$ cat src/rtl/disp_pkg.sv
// Shared definitions for the scrolling 7-segment display controller:
// FSM encodings, the blank character code and the character-to-segment table.
package disp_pkg;

    typedef enum logic [1:0] {
        ST_IDLE   = 2'd0,
        ST_LOAD   = 2'd1,
        ST_READY  = 2'd2,
        ST_SCROLL = 2'd3
    } state_e;

    localparam logic [3:0] CH_BLANK = 4'hF;

    // Segment patterns {g,f,e,d,c,b,a}; entry 15 first, entry 0 last.
    localparam logic [15:0][6:0] SEG_TABLE = {
        7'b0000000,  // F (blank)
        7'b1111001,  // E
        7'b1011110,  // D
        7'b0111001,  // C
        7'b1111100,  // B
        7'b1110111,  // A
        7'b1101111,  // 9
        7'b1111111,  // 8
        7'b0000111,  // 7
        7'b1111101,  // 6
        7'b1101101,  // 5
        7'b1100110,  // 4
        7'b1001111,  // 3
        7'b1011011,  // 2
        7'b0000110,  // 1
        7'b0111111   // 0
    };

endpackage

$ cat src/rtl/seg7_decode.sv
// Combinational 4-bit character code to active-high 7-segment pattern.
module seg7_decode
    import disp_pkg::*;
(
    input  logic [3:0] code,
    output logic [6:0] seg
);

    assign seg = SEG_TABLE[code];

endmodule

$ cat src/rtl/disp_scroll_ctrl.sv
// Buffered message load, scroll FSM and digit refresh multiplexing for a
// time-multiplexed 7-segment display.
module disp_scroll_ctrl
    import disp_pkg::*;
#(
    parameter int MSG_LEN = 8,
    parameter int DIGITS  = 4,
    parameter int REFRESH = 50_000
) (
    input  logic              clk,
    input  logic              rst,
    input  logic              tick,
    input  logic              clear,
    input  logic              wr_valid,
    input  logic [3:0]        wr_data,
    output logic              wr_ready,
    input  logic              start,
    input  logic              repeat_en,
    output logic              busy,
    output logic              done,
    output logic [6:0]        seg,
    output logic [DIGITS-1:0] dig_sel
);

    localparam int PW = $clog2(MSG_LEN + 1);
    localparam int AW = (MSG_LEN > 1) ? $clog2(MSG_LEN) : 1;
    localparam int DW = (DIGITS > 1) ? $clog2(DIGITS) : 1;
    localparam int RW = (REFRESH > 1) ? $clog2(REFRESH) : 1;

    localparam logic [PW-1:0] LEN_P    = PW'(MSG_LEN);
    localparam logic [PW-1:0] LAST_PTR = PW'(MSG_LEN - 1);
    localparam logic [PW:0]   LEN_W    = (PW + 1)'(MSG_LEN);
    localparam logic [DW-1:0] LAST_DIG = DW'(DIGITS - 1);
    localparam logic [RW-1:0] LAST_CNT = RW'(REFRESH - 1);

    state_e             state_q, state_d;
    logic [PW-1:0]      wr_ptr_q, wr_ptr_d;
    logic [PW-1:0]      pos_q, pos_d;
    logic [DW-1:0]      dig_idx_q, dig_idx_d;
    logic [RW-1:0]      refresh_cnt_q, refresh_cnt_d;
    logic [6:0]         seg_q, seg_d;
    logic [DIGITS-1:0]  dig_sel_q, dig_sel_d;
    logic               busy_q, busy_d;
    logic               done_q, done_d;

    logic [3:0]         msg_buf [MSG_LEN];
    logic [3:0]         win_char [DIGITS];
    logic [3:0]         sel_char;
    logic               wr_accept;

    assign wr_ready  = ((state_q == ST_IDLE) || (state_q == ST_LOAD)) && (wr_ptr_q < LEN_P);
    assign wr_accept = wr_valid && wr_ready;

    always_comb begin
        state_d  = state_q;
        wr_ptr_d = wr_ptr_q;
        pos_d    = pos_q;
        done_d   = 1'b0;
        if (clear) begin
            state_d  = ST_IDLE;
            wr_ptr_d = '0;
            pos_d    = '0;
        end else begin
            unique case (state_q)
                ST_IDLE, ST_LOAD: begin
                    if (wr_accept) begin
                        wr_ptr_d = wr_ptr_q + PW'(1);
                        state_d  = (wr_ptr_q == LAST_PTR) ? ST_READY : ST_LOAD;
                    end
                end
                ST_READY: begin
                    if (start) begin
                        state_d = ST_SCROLL;
                        pos_d   = '0;
                    end
                end
                ST_SCROLL: begin
                    // pos runs one past the last character so the message fully scrolls off.
                    if (tick) begin
                        if (pos_q < LEN_P) begin
                            pos_d = pos_q + PW'(1);
                        end else begin
                            pos_d = '0;
                            if (!repeat_en) begin
                                state_d = ST_READY;
                                done_d  = 1'b1;
                            end
                        end
                    end
                end
                default: state_d = ST_IDLE;
            endcase
        end
        busy_d = (state_d == ST_SCROLL);
    end

    always_comb begin
        refresh_cnt_d = refresh_cnt_q + RW'(1);
        dig_idx_d     = dig_idx_q;
        if (refresh_cnt_q == LAST_CNT) begin
            refresh_cnt_d = '0;
            dig_idx_d     = (dig_idx_q == LAST_DIG) ? '0 : dig_idx_q + DW'(1);
        end
        dig_sel_d = DIGITS'(1) << dig_idx_d;
    end

    // Window characters are built from next-cycle pos so seg and dig_sel update together.
    genvar gi;
    generate
        for (gi = 0; gi < DIGITS; gi++) begin : g_win
            logic [PW:0] idx;
            assign idx          = {1'b0, pos_d} + (PW + 1)'(gi);
            assign win_char[gi] = (idx < LEN_W) ? msg_buf[idx[AW-1:0]] : CH_BLANK;
        end
    endgenerate

    assign sel_char = (state_d == ST_SCROLL) ? win_char[dig_idx_d] : CH_BLANK;

    seg7_decode u_dec (
        .code (sel_char),
        .seg  (seg_d)
    );

    always_ff @(posedge clk) begin
        if (rst) begin
            state_q       <= ST_IDLE;
            wr_ptr_q      <= '0;
            pos_q         <= '0;
            dig_idx_q     <= '0;
            refresh_cnt_q <= '0;
            seg_q         <= '0;
            dig_sel_q     <= DIGITS'(1);
            busy_q        <= 1'b0;
            done_q        <= 1'b0;
        end else begin
            state_q       <= state_d;
            wr_ptr_q      <= wr_ptr_d;
            pos_q         <= pos_d;
            dig_idx_q     <= dig_idx_d;
            refresh_cnt_q <= refresh_cnt_d;
            seg_q         <= seg_d;
            dig_sel_q     <= dig_sel_d;
            busy_q        <= busy_d;
            done_q        <= done_d;
        end
    end

    always_ff @(posedge clk) begin
        if (wr_accept && !clear) begin
            msg_buf[wr_ptr_q[AW-1:0]] <= wr_data;
        end
    end

    assign seg     = seg_q;
    assign dig_sel = dig_sel_q;
    assign busy    = busy_q;
    assign done    = done_q;

endmodule
$ cat config.mk
export PLATFORM = sky130hd
export DESIGN_NAME = disp_scroll_ctrl
export DESIGN_NICKNAME = d
export VERILOG_FILES = /design/src/rtl/disp_pkg.sv /design/src/rtl/seg7_decode.sv /design/src/rtl/disp_scroll_ctrl.sv
export SDC_FILE = /design/constraint.sdc
export NUM_CORES = 1
export LEC_CHECK = 0
export ABC_AREA = 0
export CAP_MARGIN = 25
export CORE_UTILIZATION = 60
export DETAILED_ROUTE_END_ITERATION = 12
export GPL_ROUTABILITY_DRIVEN = 0
export MAX_ROUTING_LAYER = met4
export PLACE_DENSITY = 0.76
export SLEW_MARGIN = 25
export SYNTH_ARGS = -nofsm -noshare
export SYNTH_HDL_FRONTEND = slang
export SYNTH_SLANG_ARGS = --single-unit
$ cat constraint.sdc
create_clock -name clk -period 5 [get_ports clk]
set_input_delay 0.5 -clock clk [delete_from_list [all_inputs] [get_ports clk]]
set_output_delay 0.5 -clock clk [all_outputs]
set_load 0.02 [all_outputs]
==> impl_metrics.tcl, run 1 <==
set metrics [dict create \
    cts_setup_buffers 0 \
    slew_headroom 0.394 \
    power_switching_w 0.000249 \
    num-fill-cells 520 \
    syn_nets 430 \
    cts_tree "yes" \
    avgSynthCellArea_sq_um 10.6 \
    min_period_ns 4.42 \
    crit_type "input port to flip-flop" \
    critPathLaunchType "input port" \
    yosys_warnings 0 \
    initial_utilization 0.627 \
    fin_skew_ns 0.00734 \
    drv_slew 0 \
    first_pass_iters 5 \
    ys_seq_area_frac 0.416 \
    final_core_util 0.700 \
    p_seq_frac 0.559 \
    p_comb_frac 0.031 \
    path_clk_slew_ns 0.07 \
    portBuffers 24 \
    antenna_found_initial 0 \
    grt.overflow.total 0 \
    setup_violations 0 \
    powerDensity_nw_per_um2 236 \
    synthCells 404 \
    routed_wl_mm 9.07 \
    setup_tns_ns 0 \
    maxCapViolations 0 \
    final_area_sq_um 4780 \
    clkPwrFrac 0.410 \
    leakage_nw 1.79 \
    grt_pass1_wl_mm 15.0 \
    hpwl_mm 6.82 \
    outcome "complete, no violations" \
    cp_max_fo 17 \
    rsz0062_at_grt "false" \
    switching_share 0.221 \
    cts_resized 0 \
    avgViaCountPerCell 6.18 \
    antenna_left 0 \
    core_sq_um 6830 \
    post_drt_wl_per_cell_um 17.1 \
    nets 455 \
    irDropWorstVdd_v 0.000221 \
    place_area_sq_um 4580 \
    grt_max_degree 18 \
    synth.distinct_cells 71 \
    yosysTopAreaCell "edfxtp_1" \
    h-tree-depth 3 \
    netlist_area_sq_um 4280 \
    grt_pass1_vias 3047 \
    layout-drive-gt1-share 0.118 \
    cts-buffers-inserted 9 \
    holdBufCountCts 0 \
    ys_dominant_reg_cell "dfxtp_1" \
    min_period_over_period 0.884 \
    synthTopCellsByArea "edfxtp_1 (22%), dfxtp_1 (19%), mux2i_1 (8.2%)" \
    synth-seq-cells 73 \
    globalRouteTotalUtil 0.273 \
    critPathArrivalTime_ns 4.68 \
    hold_viol 0 \
    n_antenna_cell 0 \
    synthArstFlopShare 0 \
    max-clock-path-buffers 2 \
    synth_common_cells "dfxtp_1 (41), nor2_1 (40), mux2i_1 (35)" \
    tightest_slew_ns 0.897 \
    clock_latency_ns 0.35 \
    cts_root_buf "clkbuf_8" \
    synth-edff-count 32 \
    drt_iter0_markers 326 \
    end_kind "flip-flop" \
    worstPathRequired_ns 5.26 \
    clock-sinks 73 \
    hold_path_class "flip-flop to flip-flop" \
    rows 30 \
    die_w_um 86.5 \
    post-synth-top-count-cell "dfxtp_1" \
    cellInternalPower_w 0.000881 \
    io_pins 25 \
    max_clock_freq_mhz 226 \
    syn2layout_area_growth_pct 11.7 \
    dr_total_vias 3278 \
    route.detailed.drc 0 \
    die_y_um 86.5 \
    worst_hold_slack_ns 0.469 \
    die_area_sq_um 7480 \
    yosysTopAreaCellShare 0.224 \
]
[critical path, stage by stage]
cell,delay [ns]
clkdlybuf4s50_1,0.60
nand3b_1,0.21
a21oi_1,0.11
nor2_2,0.52
inv_1,0.30
ha_1,0.34
xnor2_4,0.27
mux4_2,0.53
o2bb2ai_1,0.14
o211ai_2,0.28
ha_1,0.33
mux2_2,0.27
a221oi_1,0.26
[area by class of cell]
| cell class | instances | area [sq um] | share of cell area |
|---|---|---|---|
| Tap cell | 96 | 120 | 0.0251 |
| Inverter | 16 | 65.1 | 0.0136 |
| Clock buffer | 10 | 131 | 0.0275 |
| Multi-Input combinational cell | 302 | 2350 | 0.492 |
| Clock inverter | 6 | 65.1 | 0.0136 |
| Timing Repair Buffer | 27 | 263 | 0.0550 |
| Sequential cell | 73 | 1780 | 0.373 |
[cell families (layout without fill, tap and decap cells)]
logic type | count (synthesis) | in the layout | share of synthesized area
adder cells (fa/ha/maj) | 15 | 15 | 0.0438
XOR/XNOR | 18 | 18 | 0.0430
flip-flops | 73 | 73 | 0.416
multiplexers | 47 | 47 | 0.136
buffers and inverters | 29 | 59 | 0.0339
AO/OA/AOI/OAI | 85 | 85 | 0.156
AND/OR/NAND/NOR | 137 | 137 | 0.171
[through the flow]
stage                     power (W)  setup WS (ns)  std cells
final                       0.00113          0.581        530
after global placement     0.000680          0.459        514
after floorplan            0.000663           1.17        404
after global routing        0.00117          0.406        530
after detailed placement   0.000680          0.278        514
after CTS                   0.00114          0.667        530
[flip-flops by register name, summed over array words and instances (netlist names)]
| register | count |
|---|---|
| wr_ptr_q | 4 |
| dig_sel | 4 |
| seg | 7 |
| dig_idx_q | 2 |
| state_q | 2 |
| done | 1 |
| busy | 1 |
| msg_buf | 32 |
| pos_q | 4 |
| refresh_cnt_q | 16 |
[placed cells by master (no fill, tap or decap), drive strengths merged, types with 4 or more instances in the layout]
cell type	count
a2111oi	4
a211oi	5
a21boi	8
a21oi	14
a221oi	4
and2	7
clkbuf	10
clkdlybuf4s50	24
dfxtp	41
edfxtp	32
ha	15
inv	19
mux2i	36
mux4	8
nand2	20
nand2b	6
nand3	14
nand3b	6
nand4	7
nor2	42
nor2b	4
nor3	13
o21ai	12
o22ai	7
xnor2	7
xor2	11
[worst paths after layout]
check,from,end,slack [ns],depth (start not counted)
hold / removal,refresh_cnt_q[0]$_SDFF_PP0_,refresh_cnt_q[0]$_SDFF_PP0_,0.47,1
setup / recovery,clear,seg[1]$_SDFF_PP0_,0.58,13
hold reg to reg,refresh_cnt_q[0]$_SDFF_PP0_,refresh_cnt_q[0]$_SDFF_PP0_,0.47,1
setup reg to reg,state_q[1]$_SDFF_PP0_,seg[1]$_SDFF_PP0_,0.66,12
[layer usage]
| layer | share of wire | global-route usage | up-vias |
|---|---|---|---|
| met3 | 0.063 | 0.0610 | 25 |
| met2 | 0.44 | 0.395 | 138 |
| met1 | 0.47 | 0.370 | 1540 |
| li1 | - | - | 1575 |
| met5 | 0 | - | - |
| met4 | 0.022 | 0.120 | 0 |
[power by group through the flow]
| stage | combinational, W | clock, W | sequential, W |
|---|---|---|---|
| 4_1_cts | 0.0000355 | 0.000473 | 0.000631 |
| 5_1_grt | 0.0000392 | 0.000501 | 0.000633 |
| 2_1_floorplan | 0.0000191 | 0 | 0.000644 |
| 6_report | 0.0000355 | 0.000463 | 0.000632 |
| 3_3_place_gp | 0.0000348 | 0 | 0.000645 |
| 3_5_place_dp | 0.0000353 | 0 | 0.000645 |
(Power assumes the default switching activity.)
==> inputs of run 2 (changes only) <==
--- a/config.mk
+++ b/config.mk
@@ -7,11 +7,11 @@
 export LEC_CHECK = 0
 export ABC_AREA = 0
 export CAP_MARGIN = 25
-export CORE_UTILIZATION = 60
+export CORE_UTILIZATION = 50
 export DETAILED_ROUTE_END_ITERATION = 12
 export GPL_ROUTABILITY_DRIVEN = 0
 export MAX_ROUTING_LAYER = met4
-export PLACE_DENSITY = 0.76
+export PLACE_DENSITY = 0.65
 export SLEW_MARGIN = 25
 export SYNTH_ARGS = -nofsm -noshare
 export SYNTH_HDL_FRONTEND = slang
==> impl_metrics.tcl, run 2 (synthesis results as in run 1) <==
set metrics [dict create \
    slew_headroom 0.401 \
    layout-drive-gt1-share 0.120 \
    grt_pass1_vias 2909 \
    cts_tree "yes" \
    h-tree-depth 3 \
    critPathArrivalTime_ns 4.44 \
    crit_slowest_cell "clkdlybuf4s50_1" \
    p_seq_frac 0.554 \
    cts_resized 0 \
    cts_root_buf "clkbuf_8" \
    drv_slew 0 \
    cts-buffers-inserted 9 \
    hold_path_class "flip-flop to flip-flop" \
    grt.overflow.total 0 \
    dr.max_layer_used "met4" \
    cellInternalPower_w 0.000864 \
    antenna_found_initial 0 \
    r2r_cells 13 \
    rr_startpoint "state_q[0]$_SDFF_PP0_" \
    crit_type "input port to flip-flop" \
    leakage_nw 1.79 \
    max_clock_freq_mhz 239 \
    die_area_sq_um 8930 \
    layout_common_cells "dfxtp_1 (41), nor2_1 (40), mux2i_1 (35)" \
    min_period_over_period 0.836 \
    min_period_ns 4.18 \
    crit_buf_inv 3 \
    max-clock-path-buffers 2 \
    outcome "complete, no violations" \
    setup_tns_ns 0 \
    dr_total_vias 3202 \
    cp_max_fo 8 \
    r2r-end "seg[1]$_SDFF_PP0_" \
    route.detailed.drc 0 \
    min_path_cells 1 \
    switching_share 0.243 \
    post_drt_wl_per_cell_um 17.2 \
    critPathLaunchType "input port" \
    first_pass_iters 6 \
    die_y_um 94.5 \
    end_kind "flip-flop" \
    holdBufCountCts 0 \
    largest_register_ffs 32 \
    max_stage_delay_ns 0.53 \
    p_comb_frac 0.032 \
    dr_wl_met2_mm 4.01 \
    worstPathRequired_ns 5.26 \
    rows 33 \
    final_common_cell "dfxtp_1" \
    min_from "refresh_cnt_q[0]$_SDFF_PP0_" \
    grt_max_degree 24 \
    antenna_left 0 \
    power_switching_w 0.000277 \
    die_w_um 94.5 \
    routed_wl_mm 9.29 \
    maxCapViolations 0 \
    tightest_slew_ns 0.887 \
    cp_top_family "compound AO/OA/AOI/OAI gates" \
    portBuffers 24 \
    n_antenna_cell 0 \
    hold_viol 0 \
    setup_violations 0 \
    hold_path_end "refresh_cnt_q[0]$_SDFF_PP0_" \
    clkPwrFrac 0.414 \
    syn2layout_area_growth_pct 12.2 \
    globalRouteTotalUtil 0.233 \
    worst_hold_slack_ns 0.464 \
    cts_setup_buffers 0 \
    io_pins 25 \
    initial_utilization 0.518 \
    clock_latency_ns 0.36 \
    met3_length_um 555 \
    final_core_util 0.582 \
    clock-sinks 73 \
    drt_iter0_markers 400 \
    reg2reg_setup_slack_ns 0.96 \
    nets 456 \
    worstPathCellList "clkdlybuf4s50_1 -> nand3b_1 -> a21oi_1 -> nor2_2 -> inv_1 -> ha_1 -> o21ai_0 -> a2111o_1 -> a21boi_0 -> nand2_1 -> a31oi_2 -> inv_1 -> ha_1 -> mux2_2 -> a221oi_1" \
    drt-met1-wl_mm 4.61 \
    path_clk_slew_ns 0.08 \
    core_sq_um 8260 \
    fin_skew_ns 0.00645 \
    avgViaCountPerCell 5.93 \
    powerDensity_nw_per_um2 237 \
    hpwl_mm 7.04 \
    rsz0062_at_grt "false" \
    irDropWorstVdd_v 0.000150 \
    grt_pass1_wl_mm 15.2 \
]
[run 2: worst register-to-register path: stages (launching register included)]
cell and delay (ns):
dfxtp_1 0.50, mux2_4 0.35, a21bo_1 0.20, o21a_4 0.22, inv_4 0.17, ha_1 0.36, inv_1 0.17, a2111oi_0 0.07
or4_1 0.55, a221o_1 0.34, o211ai_2 0.13, ha_1 0.31, mux2_2 0.27, a221oi_1 0.30
[run 2: stage by stage]
step	instances	cell area [sq um]	setup slack [ns]	power, W
6_report	540	4800	0.821	0.00114
3_3_place_gp	524	4600	0.574	0.000680
2_1_floorplan	404	4280	1.17	0.000663
5_1_grt	540	4800	0.540	0.00118
3_5_place_dp	524	4600	0.482	0.000681
4_1_cts	540	4800	0.853	0.00115
[run 2: final cells by class]
cell class,count,area (sq um)
Sequential cell,73,1780
Multi-Input combinational cell,302,2350
Timing Repair Buffer,28,270
Inverter,16,65.1
Tap cell,105,131
Clock inverter,6,53.8
Fill cell,712,3450
Clock buffer,10,149
[run 2: power groups by stage]
stage               Combinational [W]  Sequential [W]  Clock, W
floorplan                   0.0000191        0.000644         0
global placement            0.0000355        0.000645         0
detailed placement          0.0000362        0.000645         0
CTS                         0.0000363        0.000631  0.000484
global route                0.0000397        0.000633  0.000509
finish                      0.0000362        0.000631  0.000473
[run 2: metal layers]
metal	vias to the layer above	global-route usage
li1	1575	-
met3	11	0.0644
met5	-	-
met1	1509	0.331
met2	107	0.321
met4	0	0.0682
[run 2: worst max-delay path by stage]
stage / startpoint / to / slack [ns] / depth (start not counted)
floorplan: start / seg[1]$_SDFF_PP0_ / 1.17 / 15
global placement: clear / seg[1]$_SDFF_PP0_ / 0.57 / 13
detailed placement: tick / seg[1]$_SDFF_PP0_ / 0.48 / 14
CTS: clear / seg[1]$_SDFF_PP0_ / 0.85 / 13
global route: clear / seg[1]$_SDFF_PP0_ / 0.54 / 15
finish: clear / seg[1]$_SDFF_PP0_ / 0.82 / 15
